### src/rtl/dsp_pkg.sv
// Shared types and helpers for the DSP resource front ends (operand/product types, tags).
package dsp_pkg;

    localparam int MULT_W   = 32;
    localparam int PROD_W   = 64;
    localparam int MAX_REQ  = 32;
    localparam int MAX_ID_W = 5;

    typedef logic signed [MULT_W-1:0] op_t;
    typedef logic signed [PROD_W-1:0] prod_t;

    // One in-flight multiply: who issued it and whether the slot is occupied.
    typedef struct packed {
        logic                valid;
        logic [MAX_ID_W-1:0] id;
    } tag_t;

    function automatic logic [MAX_REQ-1:0] onehot(input logic [MAX_ID_W-1:0] id);
        return MAX_REQ'(1) << id;
    endfunction

endpackage

### src/rtl/mult_arbiter_if.sv
// Client-side request/response bundle of the shared multiplier front end.
interface mult_arbiter_if
    import dsp_pkg::*;
#(
    parameter int NUM_REQ = 8
) ();

    logic [NUM_REQ-1:0]        req_valid;
    logic [NUM_REQ*MULT_W-1:0] req_a;
    logic [NUM_REQ*MULT_W-1:0] req_b;
    logic [NUM_REQ-1:0]        req_ready;
    logic [NUM_REQ-1:0]        resp_valid;
    prod_t                     resp_p;

    modport master (
        output req_valid, req_a, req_b,
        input  req_ready, resp_valid, resp_p
    );

    modport slave (
        input  req_valid, req_a, req_b,
        output req_ready, resp_valid, resp_p
    );

endinterface

### src/rtl/rr_arbiter.sv
// Combinational round-robin arbiter: first requester at or above ptr, wrapping, wins.
module rr_arbiter #(
    parameter  int N    = 8,
    localparam int ID_W = (N > 1) ? $clog2(N) : 1
) (
    input  logic [N-1:0]    req,
    input  logic [ID_W-1:0] ptr,
    output logic [N-1:0]    grant,
    output logic [ID_W-1:0] gnt_id,
    output logic            any
);

    localparam logic [ID_W:0] N_W = (ID_W+1)'(N);

    logic [ID_W-1:0] rot_idx [N];
    logic [N-1:0]    rot_req;

    // Slot gi of the rotated view is client (ptr + gi) mod N.
    genvar gi;
    generate
        for (gi = 0; gi < N; gi++) begin : g_rot
            wire [ID_W:0] sum = {1'b0, ptr} + (ID_W+1)'(gi);
            assign rot_idx[gi] = (sum >= N_W) ? ID_W'(sum - N_W) : ID_W'(sum);
            assign rot_req[gi] = req[rot_idx[gi]];
        end
    endgenerate

    always_comb begin
        gnt_id = '0;
        for (int k = N - 1; k >= 0; k--) begin
            if (rot_req[k]) begin
                gnt_id = rot_idx[k];
            end
        end
    end

    assign any   = |req;
    assign grant = any ? (N'(1) << gnt_id) : '0;

endmodule

### src/rtl/mult_arbiter.sv
// Round-robin front end for shared_mult: one operand pair issued per cycle, products
// routed back to their issuer through a tag pipeline matched to the multiplier latency.
module mult_arbiter
    import dsp_pkg::*;
#(
    parameter  int NUM_REQ  = 8,
    parameter  int MULT_LAT = 2,
    localparam int ID_W     = (NUM_REQ > 1) ? $clog2(NUM_REQ) : 1
) (
    input  logic           clk,
    input  logic           rst_n,
    mult_arbiter_if.slave  bus,
    output op_t            m_a,
    output op_t            m_b,
    input  prod_t          m_p
);

    op_t a_arr [NUM_REQ];
    op_t b_arr [NUM_REQ];

    genvar gi;
    generate
        for (gi = 0; gi < NUM_REQ; gi++) begin : g_unpack
            assign a_arr[gi] = bus.req_a[MULT_W*gi +: MULT_W];
            assign b_arr[gi] = bus.req_b[MULT_W*gi +: MULT_W];
        end
    endgenerate

    logic [NUM_REQ-1:0] grant;
    logic [ID_W-1:0]    gnt_id;
    logic [ID_W-1:0]    ptr_reg;
    logic [ID_W-1:0]    ptr_next;
    logic               any_req;
    logic               transfer;

    rr_arbiter #(.N(NUM_REQ)) u_rr (
        .req    (bus.req_valid),
        .ptr    (ptr_reg),
        .grant  (grant),
        .gnt_id (gnt_id),
        .any    (any_req)
    );

    // Grants are withheld while reset is asserted so nothing is lost into a held pipeline.
    assign bus.req_ready = rst_n ? grant : '0;
    assign transfer      = any_req & rst_n;
    assign ptr_next      = (gnt_id == ID_W'(NUM_REQ - 1)) ? '0 : gnt_id + ID_W'(1);

    always_ff @(posedge clk or negedge rst_n) begin
        if (!rst_n) begin
            ptr_reg <= '0;
        end else if (transfer) begin
            ptr_reg <= ptr_next;
        end
    end

    // Operands hold when idle; the multiplier's output is then ignored via the tag.
    op_t m_a_reg;
    op_t m_b_reg;

    always_ff @(posedge clk or negedge rst_n) begin
        if (!rst_n) begin
            m_a_reg <= '0;
            m_b_reg <= '0;
        end else if (transfer) begin
            m_a_reg <= a_arr[gnt_id];
            m_b_reg <= b_arr[gnt_id];
        end
    end

    assign m_a = m_a_reg;
    assign m_b = m_b_reg;

    tag_t tag_in;
    tag_t tag_reg [MULT_LAT+1];

    assign tag_in = '{valid: transfer, id: MAX_ID_W'(gnt_id)};

    always_ff @(posedge clk or negedge rst_n) begin
        if (!rst_n) begin
            for (int s = 0; s <= MULT_LAT; s++) begin
                tag_reg[s] <= '0;
            end
        end else begin
            tag_reg[0] <= tag_in;
            for (int s = 1; s <= MULT_LAT; s++) begin
                tag_reg[s] <= tag_reg[s-1];
            end
        end
    end

    // The last tag stage lines up with the product currently on m_p.
    logic [NUM_REQ-1:0] resp_valid_reg;
    prod_t              resp_p_reg;

    always_ff @(posedge clk or negedge rst_n) begin
        if (!rst_n) begin
            resp_valid_reg <= '0;
            resp_p_reg     <= '0;
        end else if (tag_reg[MULT_LAT].valid) begin
            resp_valid_reg <= NUM_REQ'(onehot(tag_reg[MULT_LAT].id));
            resp_p_reg     <= m_p;
        end else begin
            resp_valid_reg <= '0;
        end
    end

    assign bus.resp_valid = resp_valid_reg;
    assign bus.resp_p     = resp_p_reg;

endmodule

### src/flat_wrapper.sv
// flat-port wrapper written by rule: the top's interface ports become plain ports
module mult_arbiter_flat import dsp_pkg::*;
#(
    parameter  int NUM_REQ  = 8,
    parameter  int MULT_LAT = 2,
    localparam int ID_W     = (NUM_REQ > 1) ? $clog2(NUM_REQ) : 1
)
  (clk, rst_n, m_a, m_b, m_p, bus_req_valid, bus_req_a, bus_req_b, bus_req_ready, bus_resp_valid, bus_resp_p);
  mult_arbiter_if #(.NUM_REQ(NUM_REQ)) bus_i ();
  input  logic clk;
  input  logic rst_n;
  output op_t m_a;
  output op_t m_b;
  input  prod_t m_p;
  input wire logic [$bits(bus_i.req_valid)-1:0] bus_req_valid;
  input wire logic [$bits(bus_i.req_a)-1:0] bus_req_a;
  input wire logic [$bits(bus_i.req_b)-1:0] bus_req_b;
  output wire logic [$bits(bus_i.req_ready)-1:0] bus_req_ready;
  output wire logic [$bits(bus_i.resp_valid)-1:0] bus_resp_valid;
  output wire logic [$bits(bus_i.resp_p)-1:0] bus_resp_p;
  assign bus_i.req_valid = bus_req_valid;
  assign bus_i.req_a = bus_req_a;
  assign bus_i.req_b = bus_req_b;
  assign bus_req_ready = bus_i.req_ready;
  assign bus_resp_valid = bus_i.resp_valid;
  assign bus_resp_p = bus_i.resp_p;
  mult_arbiter #(.NUM_REQ(NUM_REQ), .MULT_LAT(MULT_LAT)) u_core (.clk(clk), .rst_n(rst_n), .bus(bus_i), .m_a(m_a), .m_b(m_b), .m_p(m_p));
endmodule
### config.mk
export PLATFORM = sky130hd
export DESIGN_NAME = mult_arbiter_flat
export DESIGN_NICKNAME = d
export VERILOG_FILES = /design/src/rtl/dsp_pkg.sv /design/src/rtl/mult_arbiter_if.sv /design/src/rtl/rr_arbiter.sv /design/src/rtl/mult_arbiter.sv /design/src/flat_wrapper.sv
export SDC_FILE = /design/constraint.sdc
export NUM_CORES = 1
export LEC_CHECK = 0
export ABC_AREA = 1
export CORE_AREA = 2 2 281 283
export DETAILED_ROUTE_END_ITERATION = 7
export DIE_AREA = 0 0 283 285
export DONT_BUFFER_PORTS = 1
export GPL_TIMING_DRIVEN = 0
export SYNTH_ARGS = -nofsm -noshare
export SYNTH_HDL_FRONTEND = slang
export SYNTH_SLANG_ARGS = --single-unit
### constraint.sdc
create_clock -name clk -period 4.5 [get_ports clk]
set_input_delay 0.675 -clock clk [delete_from_list [all_inputs] [get_ports clk]]
set_output_delay 0.675 -clock clk [all_outputs]
set_load 0.1 [all_outputs]
==> results of run 1 <==
## cells in the final DEF, fill, tap and decap left out, drive strengths merged
cell type  netlist  layout
dfrtp          151     151
mux2            64      64
nand3          360     360
clkinv           0       5
buf            124     138
diode            0      15
a31oi            1       1
o21ai            4       4
xnor2            1       1
nand2         1149    1149
clkbuf          20      37
bufinv           0       1
a21oi            8       8
inv             25      33
ha               4       4
xor2             2       2
nor4             2       2
nor2            20      20
## timing repair
item	4_1_cts	5_1_grt
setup endpoints to repair	8	8
setup buffers	9	7
gates resized for setup	29	18
hold endpoints to repair	151	0
hold buffers	1	0
pin swaps	10	10
## cell type report
type,count,area share
Buffer,141,0.06053
Clock inverter,14,0.01086
Tap cell,1050,0.09347
Sequential cell,151,0.2688
Inverter,25,0.007388
Timing Repair Buffer,17,0.01050
Multi-Input combinational cell,1615,0.5155
Clock buffer,17,0.03027
Antenna cell,15,0.002670
## layer usage
metal | up-vias | wire length (µm) | global-route usage
met3 | 203 | 5981 | 0.04880
met4 | 6 | 4517 | 0.1104
li1 | 6225 | - | -
met5 | - | 41 | 0
met2 | 829 | 36840 | 0.3137
met1 | 6326 | 31740 | 0.2260
## worst paths after layout
| check | slack, ps | startpoint | cells past startpoint | to |
|---|---|---|---|---|
| worst max-delay path | 160 | u_core.ptr_reg[1] | 20 | bus_req_ready[7] |
| worst min-delay path | 160 | rst_n | 1 | u_core.m_a[15] |
| worst max register to register | 590 | u_core.ptr_reg[1] | 22 | u_core.m_a[2] |
| worst min register to register | 350 | u_core.tag_reg[7] | 0 | u_core.tag_reg[1] |
| max in group asynchronous | 3510 | rst_n | 1 | u_core.bus.resp_p[34] |
| min in group clk | 320 | m_p[22] | 1 | u_core.bus.resp_p[22] |
## Yosys cell counts
cell | n | area (µm²)
nand3_2 | 1 | 10.01
xnor2_1 | 1 | 8.760
a21oi_2 | 1 | 8.760
dfrtp_1 | 151 | 3779
ha_1 | 4 | 50.05
clkbuf_1 | 20 | 75.07
inv_1 | 17 | 63.81
a21oi_1 | 7 | 35.03
buf_4 | 17 | 127.6
o21ai_0 | 3 | 15.01
nand3_1 | 359 | 1797
nor2_1 | 20 | 75.07
o21ai_2 | 1 | 8.760
nand2_4 | 2 | 22.52
inv_2 | 8 | 30.03
nor4_1 | 2 | 12.51
buf_6 | 13 | 146.4
xor2_1 | 2 | 17.52
a31oi_1 | 1 | 6.260
nand2_2 | 1 | 6.260
mux2_2 | 64 | 720.7
buf_1 | 11 | 41.29
buf_2 | 83 | 415.4
nand2_1 | 1146 | 4302
## logic make-up (layout without fill, tap and decap cells)
| kind of cell | count (synthesis) | count (layout) | share of synthesized area |
|---|---|---|---|
| adders and majority gates | 4 | 4 | 0.004251 |
| and+or+nand+nor | 1531 | 1531 | 0.5287 |
| muxes | 64 | 64 | 0.06121 |
| DFF | 151 | 151 | 0.3209 |
| AOI/OAI and AO/OA | 13 | 13 | 0.006270 |
| buffers and inverters | 169 | 214 | 0.07641 |
| other | 0 | 15 | 0 |
| xor gates and xnor gates | 3 | 3 | 0.002232 |
## through the flow
stage,setup TNS (ps),instances,hold WS [ps],util
2_1_floorplan,0,1935,331.2,-
3_3_place_gp,-8719,2985,332.8,0.1679
3_5_place_dp,-5748,2985,334.7,0.1681
4_1_cts,0,3023,229.3,0.1782
5_1_grt,-402.6,3044,220.0,0.1802
6_report,0,3045,163.3,0.1803
## worst max-delay path: stages (launching register included)
cell and delay [ps]:
dfrtp_1 410, buf_6 150, inv_6 80, ha_1 230, buf_6 150, inv_4 80, nand3_1 140, nand3_1 150
nand2_1 110, inv_1 100, nand2_1 60, nand2_1 60, nand2_2 70, nand2_1 100, nand2_4 110, nand2_8 110
buf_12 130, ha_2 190, ha_1 140, inv_1 70, nor2_4 510
==> summary.md, run 1 <==
| Metric | Value |
|---|---|
| CTS Root Buffer Type | `clkbuf_16` |
| Final worst clock skew | `slightly below 30 ps` |
| Setup crit start kind | `register` |
| Post-DR wirelength/cell | `25.98 µm` |
| #FFs+latches synth | `about 150` |
| RSZ-0062 raised after global routing | `true` |
| Largest register FFs | `between 60 and 70` |
| Fin nets | `about 2600` |
| Area of the multi-input gates | `7246 µm²` |
| # IOs | `730` |
| Total core area | `around 78000 µm²` |
| Drt drc | `0` |
| Seq/Total Area, Yosys | `0.3209` |
| Period Utilization, post-route | `0.9636` |
| Critical path class | `reg -> out` |
| Clock Tree Buf Depth | `2` |
| Design area | `~14000 µm²` |
| Syn avg cell area | `slightly above 6 µm²` |
| Skew-Pair Late Insertion Delay | `approximately 500 ps` |
| Worst Path Max Fanout | `8` |
| Die Width | `between 200 and 300 µm` |
| DRT Wirelength | `between 70000 and 80000 µm` |
| Data required, critical path | `between 3000 and 4000 ps` |
| Initial DRC count | `957` |
| Total GRT Usage | `0.1910` |
| CP arrival | `between 3000 and 4000 ps` |
| Synthesized net count | `2525` |
| Vias per Instance | `between 4 and 5` |
| Synth warnings | `0` |
| Vias in the first global route | `approximately 13000` |
| Count of final setup violators | `0` |
| Outcome | `finished, final reports clean` |
| Worst slew margin | `0.1726` |
| Syn Inst Count | `1935` |
| TritonCTS clock tree | `built` |
| Fill count | `9079` |
| CTS H-tree depth | `4` |
| Share of layout cells above drive strength 1 | `0.1308` |
| Register area | `about 3800 µm²` |
| Clk sinks | `about 150` |
| DP Wirelength | `62780 µm` |
| Initial antenna violation count | `32` |
| Drt first pass iters | `5` |
| CP endpoint kind | `output pin` |
| First-pass GRT wire length | `105900 µm` |
| Fin worst setup slack | `163.8 ps` |
| Final hold violations | `0` |
| Initial core utilization | `0.1510` |
| Max-Cap Viols | `0` |
| IO buf count | `0` |
| Placed inst area | `13110 µm²` |
| Clock-pin slew on the worst setup and hold paths | `90 ps` |
| Die area | `roughly 81000 µm²` |
| Worst slew pin tran | `around 1200 ps` |
| Fin. max-slew vios | `0` |
| Cell variety after synth | `24` |
| Fin crit period | `roughly 4300 ps` |
| # rows | `a little over 100` |
| Grt ovf | `0` |
| Post-Syn Area | `between 10000 and 15000 µm²` |
| Pre-CTS setup slack | `-994.0 ps` |
| Via total after detailed routing | `~14000` |
| Fmax | `about 230 MHz` |
| Antenna Violating Nets Remaining | `0` |
| Area grow syn2layout | `19.38%` |
| Largest net degree at the start of global routing | `~150` |
| Die H | `approximately 290 µm` |
| Gpl congestion | `a little under 1` |
| Worst Hold Class | `in -> async` |
| Number of buffers created by CTS | `17` |
Power of run 1 is not shown: default switching activity piles up to over one toggle a cycle in this logic, so the estimate is an artifact.
==> inputs of run 2 (changes only) <==
--- a/config.mk
+++ b/config.mk
@@ -7,6 +7,7 @@
 export LEC_CHECK = 0
 export ABC_AREA = 1
 export CORE_AREA = 2 2 281 283
+export CTS_BUF_LIST = sky130_fd_sc_hd__clkbuf_8
 export DETAILED_ROUTE_END_ITERATION = 7
 export DIE_AREA = 0 0 283 285
 export DONT_BUFFER_PORTS = 1
==> summary.md, run 2 (synthesized netlist as in run 1, its figures left out) <==
| Metric | Value |
|---|---|
| # rows | `103 (unchanged)` |
| Placed inst area | `13110 µm² (unchanged)` |
| Clk sinks | `151 (unchanged)` |
| Area grow syn2layout | `17.90% (was 19.38%)` |
| Fmax | `231.9 MHz (was 230.6 MHz)` |
| Worst slew pin tran | `1239 ps (was 1241 ps)` |
| Gpl congestion | `0.9753 (unchanged)` |
| Largest register FFs | `64 (unchanged)` |
| Worst slew margin | `0.1741 (was 0.1726)` |
| Fill count | `9091 (was 9079)` |
| Drt first pass iters | `5 (unchanged)` |
| Worst Hold Class | `in -> async (unchanged)` |
| Setup crit start kind | `register (unchanged)` |
| Die H | `285 µm (unchanged)` |
| Fin. max-slew vios | `0 (unchanged)` |
| Data required, critical path | `3830 ps (about the same)` |
| Design area | `13880 µm² (was 14060 µm²)` |
| Share of layout cells above drive strength 1 | `0.1315 (was 0.1308)` |
| Initial DRC count | `878 (was 957)` |
| IO buf count | `0 (unchanged)` |
| Final hold violations | `0 (unchanged)` |
| # IOs | `730 (unchanged)` |
| Skew-Pair Late Insertion Delay | `570 ps (was 500 ps)` |
| Final worst clock skew | `33.13 ps (was 29.44 ps)` |
| Post-layout util | `0.1780 (was 0.1803)` |
| DP Wirelength | `62780 µm (unchanged)` |
| Worst Path Max Fanout | `8 (unchanged)` |
| Vias per Instance | `4.489 (was 4.463)` |
| Fin nets | `2555 (was 2558)` |
| Total GRT Usage | `0.1912 (was 0.1910)` |
| Antenna Violating Nets Remaining | `0 (unchanged)` |
| Max-Cap Viols | `0 (unchanged)` |
| Largest net degree at the start of global routing | `152 (unchanged)` |
| Most frequent cells in the layout | `1141 x nand2_1, 352 x nand3_1, 151 x dfrtp_1 (was 1142 x nand2_1, 353 x nand3_1, 151 x dfrtp_1)` |
| Die Width | `283 µm (unchanged)` |
| DRT Wirelength | `79240 µm (was 79120 µm)` |
| CP arrival | `3640 ps (was 3660 ps)` |
| First-pass GRT wire length | `106100 µm (was 105900 µm)` |
| Number of buffers created by CTS | `17 (unchanged)` |
| Total core area | `77970 µm² (unchanged)` |
| Grt ovf | `0 (unchanged)` |
| Vias in the first global route | `13250 (was 13230)` |
| Inst Count DP | `2985 (unchanged)` |
| Initial antenna violation count | `35 (was 32)` |
| CTS Root Buffer Type | `clkbuf_8 (was clkbuf_16)` |
| Die area | `80660 µm² (unchanged)` |
| Commonest non-fill, non-tap cell in the layout | `nand2_1 (unchanged)` |
| Clock-pin slew on the worst setup and hold paths | `130 ps (was 90 ps)` |
| Drt drc | `0 (unchanged)` |
| Post-DR wirelength/cell | `26.02 µm (was 25.98 µm)` |
| CP endpoint kind | `output pin (unchanged)` |
| Clock Tree Buf Depth | `2 (unchanged)` |
| TritonCTS clock tree | `built (unchanged)` |
| Critical path class | `reg -> out (unchanged)` |
| Final cell count without fillers | `3045 (unchanged)` |
| CTS H-tree depth | `4 (unchanged)` |
| Count of final setup violators | `0 (unchanged)` |
| Outcome | `finished, final reports clean (unchanged)` |
| Via total after detailed routing | `13670 (was 13590)` |
| Fin crit period | `4313 ps (was 4336 ps)` |
| Period Utilization, post-route | `0.9584 (was 0.9636)` |
| Initial core utilization | `0.1510 (unchanged)` |
==> run 2: cell types whose count changed in the layout (fill, tap and decap cells not counted), moves of 2 or more <==
cell | previous run | this run
ha_4 | 0 | 2
clkbuf_16 | 17 | 0
diode_2 | 15 | 18
buf_4 | 31 | 28
clkbuf_8 | 0 | 17
==> run 2: path summary, 6_finish.rpt <==
check	start	slack (ps)	end	cells past startpoint
worst max-delay path	u_core.ptr_reg[1]	190	bus_req_ready[7]	17
max in group asynchronous	rst_n	3560	u_core.bus.resp_p[34]	1
worst min register to register	u_core.tag_reg[17]	350	u_core.tag_reg[11]	0
min in group clk	m_p[24]	250	u_core.bus.resp_p[24]	1
worst min-delay path	rst_n	60	u_core.m_a[15]	1
worst max register to register	u_core.ptr_reg[1]	600	u_core.m_a[2]	22
==> run 2: layout make-up <==
class                   count  area [µm²]  area share
inverters                  25       101.3    0.007301
well taps                1050        1314     0.09465
multi-input cells        1615        7276      0.5242
flip-flops and latches    151        3779      0.2722
repair buffers             14       125.1    0.009014
clock inverters            14       152.6     0.01100
plain buffers             141       854.6     0.06156
diodes                     18       45.04    0.003245
clock buffers              17       234.0     0.01686
==> run 2: per-layer routing <==
| layer | up-vias | part of all wire | global-route usage | routed length, µm |
|---|---|---|---|---|
| met3 | 220 | 0.073 | 0.04808 | 5803 |
| li1 | 6219 | - | - | - |
| met1 | 6378 | 0.40 | 0.2259 | 31950 |
| met5 | - | 0.00047 | 0.0005814 | 37 |
| met2 | 847 | 0.46 | 0.3135 | 36830 |
| met4 | 6 | 0.058 | 0.1136 | 4621 |
==> run 2: worst max-delay path, stage by stage, from the launching register on <==
cell	delay (ps)
dfrtp_1	400
buf_6	130
inv_4	60
ha_4	260
buf_6	130
inv_4	60
nand3_1	120
nand3_1	130
nand2_1	130
inv_1	80
a31oi_2	220
nand3_4	190
nand2_8	160
buf_12	140
ha_4	140
ha_1	130
inv_1	70
nor2_4	510
==> run 2: timing repair <==
action | 4_1_cts | 5_1_grt
setup endpoints to repair | 8 | 8
pin swaps | 10 | 11
hold endpoints to repair | 151 | 0
resized for setup | 33 | 19
hold buffers | 1 | 0
buffers inserted | 11 | 2
==> run 2: metrics by stage <==
step / setup slack [ps] / setup TNS, ps / hold WS [ps]
6_report: 187.3 / 0 / 55.26
5_1_grt: -25.97 / -25.97 / 119.0
3_3_place_gp: -1284 / -8719 / 332.8
2_1_floorplan: 107.8 / 0 / 331.2
3_5_place_dp: -994.0 / -5748 / 334.7
4_1_cts: 10.45 / 0 / 113.5
Power of run 2 is left out for the same reason.
==> inputs of run 3 (changes only) <==
--- a/config.mk
+++ b/config.mk
@@ -5,11 +5,10 @@
 export SDC_FILE = /design/constraint.sdc
 export NUM_CORES = 1
 export LEC_CHECK = 0
-export ABC_AREA = 1
-export CORE_AREA = 2 2 281 283
+export CORE_AREA = 2 2 280 282
 export CTS_BUF_LIST = sky130_fd_sc_hd__clkbuf_8
 export DETAILED_ROUTE_END_ITERATION = 7
-export DIE_AREA = 0 0 283 285
+export DIE_AREA = 0 0 282 284
 export DONT_BUFFER_PORTS = 1
 export GPL_TIMING_DRIVEN = 0
 export SYNTH_ARGS = -nofsm -noshare
==> summary.md, run 3 <==
| Metric | Value |
|---|---|
| Outcome | `complete, but fails checks (was finished, final reports clean)` |
| Failing checks | `setup timing` |
| Initial DRC count | `523 (was 878)` |
| Worst reg2reg endpoint | `u_core.m_b[22] (was u_core.m_a[2])` |
| Inst Count DP | `2140 (was 2985)` |
| Total GRT Usage | `0.1705 (was 0.1912)` |
| Critical path buffers and inverters | `7 (unchanged)` |
| Initial core utilization | `0.1437 (was 0.1510)` |
| Clock Tree Buf Depth | `2 (unchanged)` |
| Worst Hold Class | `in -> async (unchanged)` |
| WHS | `82.32 ps (was 55.26 ps)` |
| Share of layout cells above drive strength 1 | `0.2794 (was 0.1315)` |
| Largest register FFs | `64 (unchanged)` |
| DRT Wirelength | `70610 µm (was 79240 µm)` |
| Initial antenna violation count | `47 (was 35)` |
| Setup crit start kind | `register (unchanged)` |
| Slowest stage cell, crit path | `nor4_4 (was nor2_4)` |
| Fin. max-slew vios | `0 (unchanged)` |
| CP arrival | `4560 ps (was 3640 ps)` |
| Most frequent cells in the layout | `151 x dfrtp_1, 143 x mux2_2, 129 x mux2i_1 (was 1141 x nand2_1, 352 x nand3_1, 151 x dfrtp_1)` |
| Syn Inst Count | `1100 (was 1935)` |
| Post-Syn Area | `11060 µm² (was 11770 µm²)` |
| Largest net degree at the start of global routing | `152 (unchanged)` |
| Data required, critical path | `3830 ps (about the same)` |
| IO buf count | `0 (unchanged)` |
| First-pass GRT wire length | `90830 µm (was 106100 µm)` |
| Fin worst setup slack | `-732.6 ps (was 187.3 ps)` |
| Fin nets | `1741 (was 2555)` |
| Post-layout util | `0.1778 (was 0.1780)` |
| Clk sinks | `151 (unchanged)` |
| Clock-pin slew on the worst setup and hold paths | `120 ps (was 130 ps)` |
| # rows | `102 (was 103)` |
| Delay-heaviest family, CP | `simple AND/OR/NAND/NOR gates (unchanged)` |
| Area grow syn2layout | `23.70% (was 17.90%)` |
| Vias per Instance | `4.554 (was 4.489)` |
| Worst R2R Path Depth | `17 (was 22)` |
| Final cell count without fillers | `2224 (was 3045)` |
| Number of buffers created by CTS | `17 (unchanged)` |
| RSZ-0062 raised after global routing | `true` |
| Drt drc | `0 (unchanged)` |
| Fin Setup TNS | `-4105 ps (was 0 ps)` |
| Post-DR wirelength/cell | `31.75 µm (was 26.02 µm)` |
| Commonest non-fill, non-tap cell in the layout | `dfrtp_1 (was nand2_1)` |
| Post-synth top cells | `151 x dfrtp_1, 146 x mux2_2, 135 x mux2i_1 (was 1146 x nand2_1, 359 x nand3_1, 151 x dfrtp_1)` |
| Synthesized net count | `1690 (was 2525)` |
| # IOs | `730 (unchanged)` |
| Critical path class | `reg -> out (unchanged)` |
| Cell variety after synth | `54 (was 24)` |
| Worst slew margin | `0.07923 (was 0.1741)` |
| Synth Flop Type | `dfrtp_1 (unchanged)` |
| Worst slew pin tran | `1371 ps (was 1239 ps)` |
| RR Startpoint | `u_core.ptr_reg[0] (was u_core.ptr_reg[1])` |
| EDFF count, synth | `0 (unchanged)` |
| Via total after detailed routing | `10130 (was 13670)` |
| Seq/Total Area, Yosys | `0.3417 (was 0.3209)` |
| Antenna Violating Nets Remaining | `0 (unchanged)` |
| Fin crit period | `5233 ps (was 4313 ps)` |
| Vias in the first global route | `10350 (was 13250)` |
| Die H | `284 µm (was 285 µm)` |
| Critical path cell sequence | `buf_6 > buf_12 > buf_8 > inv_4 > ha_4 > mux4_2 > nand2b_1 > a21oi_2 > o41ai_4 > buf_4 > nor3_4 > o32ai_2 > a221oi_4 > buf_6 > buf_12 > nor4_4 (was buf_6 > inv_4 > ha_4 > buf_6 > inv_4 > nand3_1 > nand3_1 > nand2_1 > inv_1 > a31oi_2 > nand3_4 > nand2_8 > buf_12 > ha_4 > ha_1 > inv_1 > nor2_4)` |
| Grt ovf | `0 (unchanged)` |
| #FFs+latches synth | `151 (unchanged)` |
| Max incr delay on CP | `1060 ps (was 510 ps)` |
| Synth async-reset ratio | `1.000 (unchanged)` |
| Fmax | `191.1 MHz (was 231.9 MHz)` |
| Skew-Pair Late Insertion Delay | `530 ps (was 570 ps)` |
| Period Utilization, post-route | `1.163 (was 0.9584)` |
| CTS H-tree depth | `4 (unchanged)` |
| Synth warnings | `0 (unchanged)` |
| Yosys top cell by area | `dfrtp_1 (was nand2_1)` |
| Syn avg cell area | `10.05 µm² (was 6.085 µm²)` |
| Drt first pass iters | `5 (unchanged)` |
| Total core area | `76960 µm² (was 77970 µm²)` |
| Count of final setup violators | `8 (was 0)` |
| Final worst clock skew | `22.15 ps (was 33.13 ps)` |
| CP endpoint kind | `output pin (unchanged)` |
| Synth top area share | `0.3417 (was 0.3654)` |
| Die area | `80090 µm² (was 80660 µm²)` |
| Gpl congestion | `0.9221 (was 0.9753)` |
| Most instantiated library cell after synthesis | `dfrtp_1 (was nand2_1)` |
| CTS Root Buffer Type | `clkbuf_8 (unchanged)` |
| Synth area leaders | `dfrtp_1 34%, mux2_2 15%, mux2i_1 12%, a211o_1 5.1%, o211ai_1 4.5% (was nand2_1 37%, dfrtp_1 32%, nand3_1 15%, mux2_2 6.1%, buf_2 3.5%)` |
| TritonCTS clock tree | `built (unchanged)` |
| Worst Path Max Fanout | `7 (was 8)` |
| Reg2reg setup slack | `140 ps (was 600 ps)` |
| Die Width | `282 µm (was 283 µm)` |
| Max-Cap Viols | `0 (unchanged)` |
| Final hold violations | `0 (unchanged)` |
| DP Wirelength | `54810 µm (was 62780 µm)` |
-- run 3: worst max path at each step --
stage / start / endpoint / slack [ps] / depth (start not counted)
floorplan: u_core.ptr_reg[0] / bus_req_ready[4] / -200 / 16
global placement: u_core.ptr_reg[0] / bus_req_ready[0] / -1580 / 16
detailed placement: u_core.ptr_reg[0] / bus_req_ready[0] / -1560 / 16
CTS: u_core.ptr_reg[0] / bus_req_ready[0] / -840 / 15
global route: u_core.ptr_reg[0] / bus_req_ready[6] / -950 / 16
finish: u_core.ptr_reg[0] / bus_req_ready[4] / -730 / 16
-- run 3: stage by stage --
| stage | worst slack (ps) | area [µm²] |
|---|---|---|
| after floorplan | -195.1 | 11220 |
| after global placement | -1583 | 12520 |
| after detailed placement | -1557 | 12520 |
| after CTS | -837.4 | 13490 |
| after global routing | -947.0 | 13670 |
| final | -732.6 | 13680 |
-- run 3: worst reg2reg max path, stage by stage, from the launching register on --
cell,delay [ps]
dfrtp_1,390
buf_6,120
buf_12,90
buf_8,100
inv_4,30
ha_4,320
mux4_2,370
mux2_4,330
o21bai_4,130
a21boi_2,80
o21bai_1,180
a22o_1,230
buf_12,160
buf_4,290
buf_2,480
clkdlybuf4s15_2,550
o211ai_1,250
a31oi_1,200
-- run 3: cell families (layout without fill, tap and decap cells) --
kind of cell,after synthesis,count (layout),share of synthesized area
and+or+nand+nor,245,245,0.1031
other,0,21,0
AOI/OAI and AO/OA,289,289,0.1999
xor gates and xnor gates,3,3,0.002376
adders and majority gates,4,4,0.004526
buffers and inverters,116,179,0.05623
DFF,151,151,0.3417
muxes,292,292,0.2922
-- run 3: metal layers --
metal / global-route usage / vias to the layer above / share of wire
li1: - / 4274 / -
met1: 0.1992 / 5023 / 0.39
met2: 0.2880 / 662 / 0.48
met3: 0.04726 / 152 / 0.080
met4: 0.07673 / 16 / 0.042
met5: 0 / - / 0.0014
-- run 3: layout make-up --
cell class / count / area (µm²)
fill: 8642 / 63280
multi-input combinational: 833 / 7036
sequential: 151 / 3779
tap: 1040 / 1301
buffer: 102 / 729.5
timing repair buffer: 36 / 325.3
clock buffer: 17 / 234.0
clock inverter: 14 / 163.9
inverter: 10 / 60.06
antenna: 21 / 52.55
-- run 3: timing repair --
item / 4_1_cts / 5_1_grt
setup endpoints to repair: 75 / 40
resized for setup: 71 / 30
endpoints found under the hold margin: 151 / 0
hold buffers: 1 / 0
setup buffers: 32 / 4
pin swaps: 20 / 10
Power of run 3 is left out for the same reason.
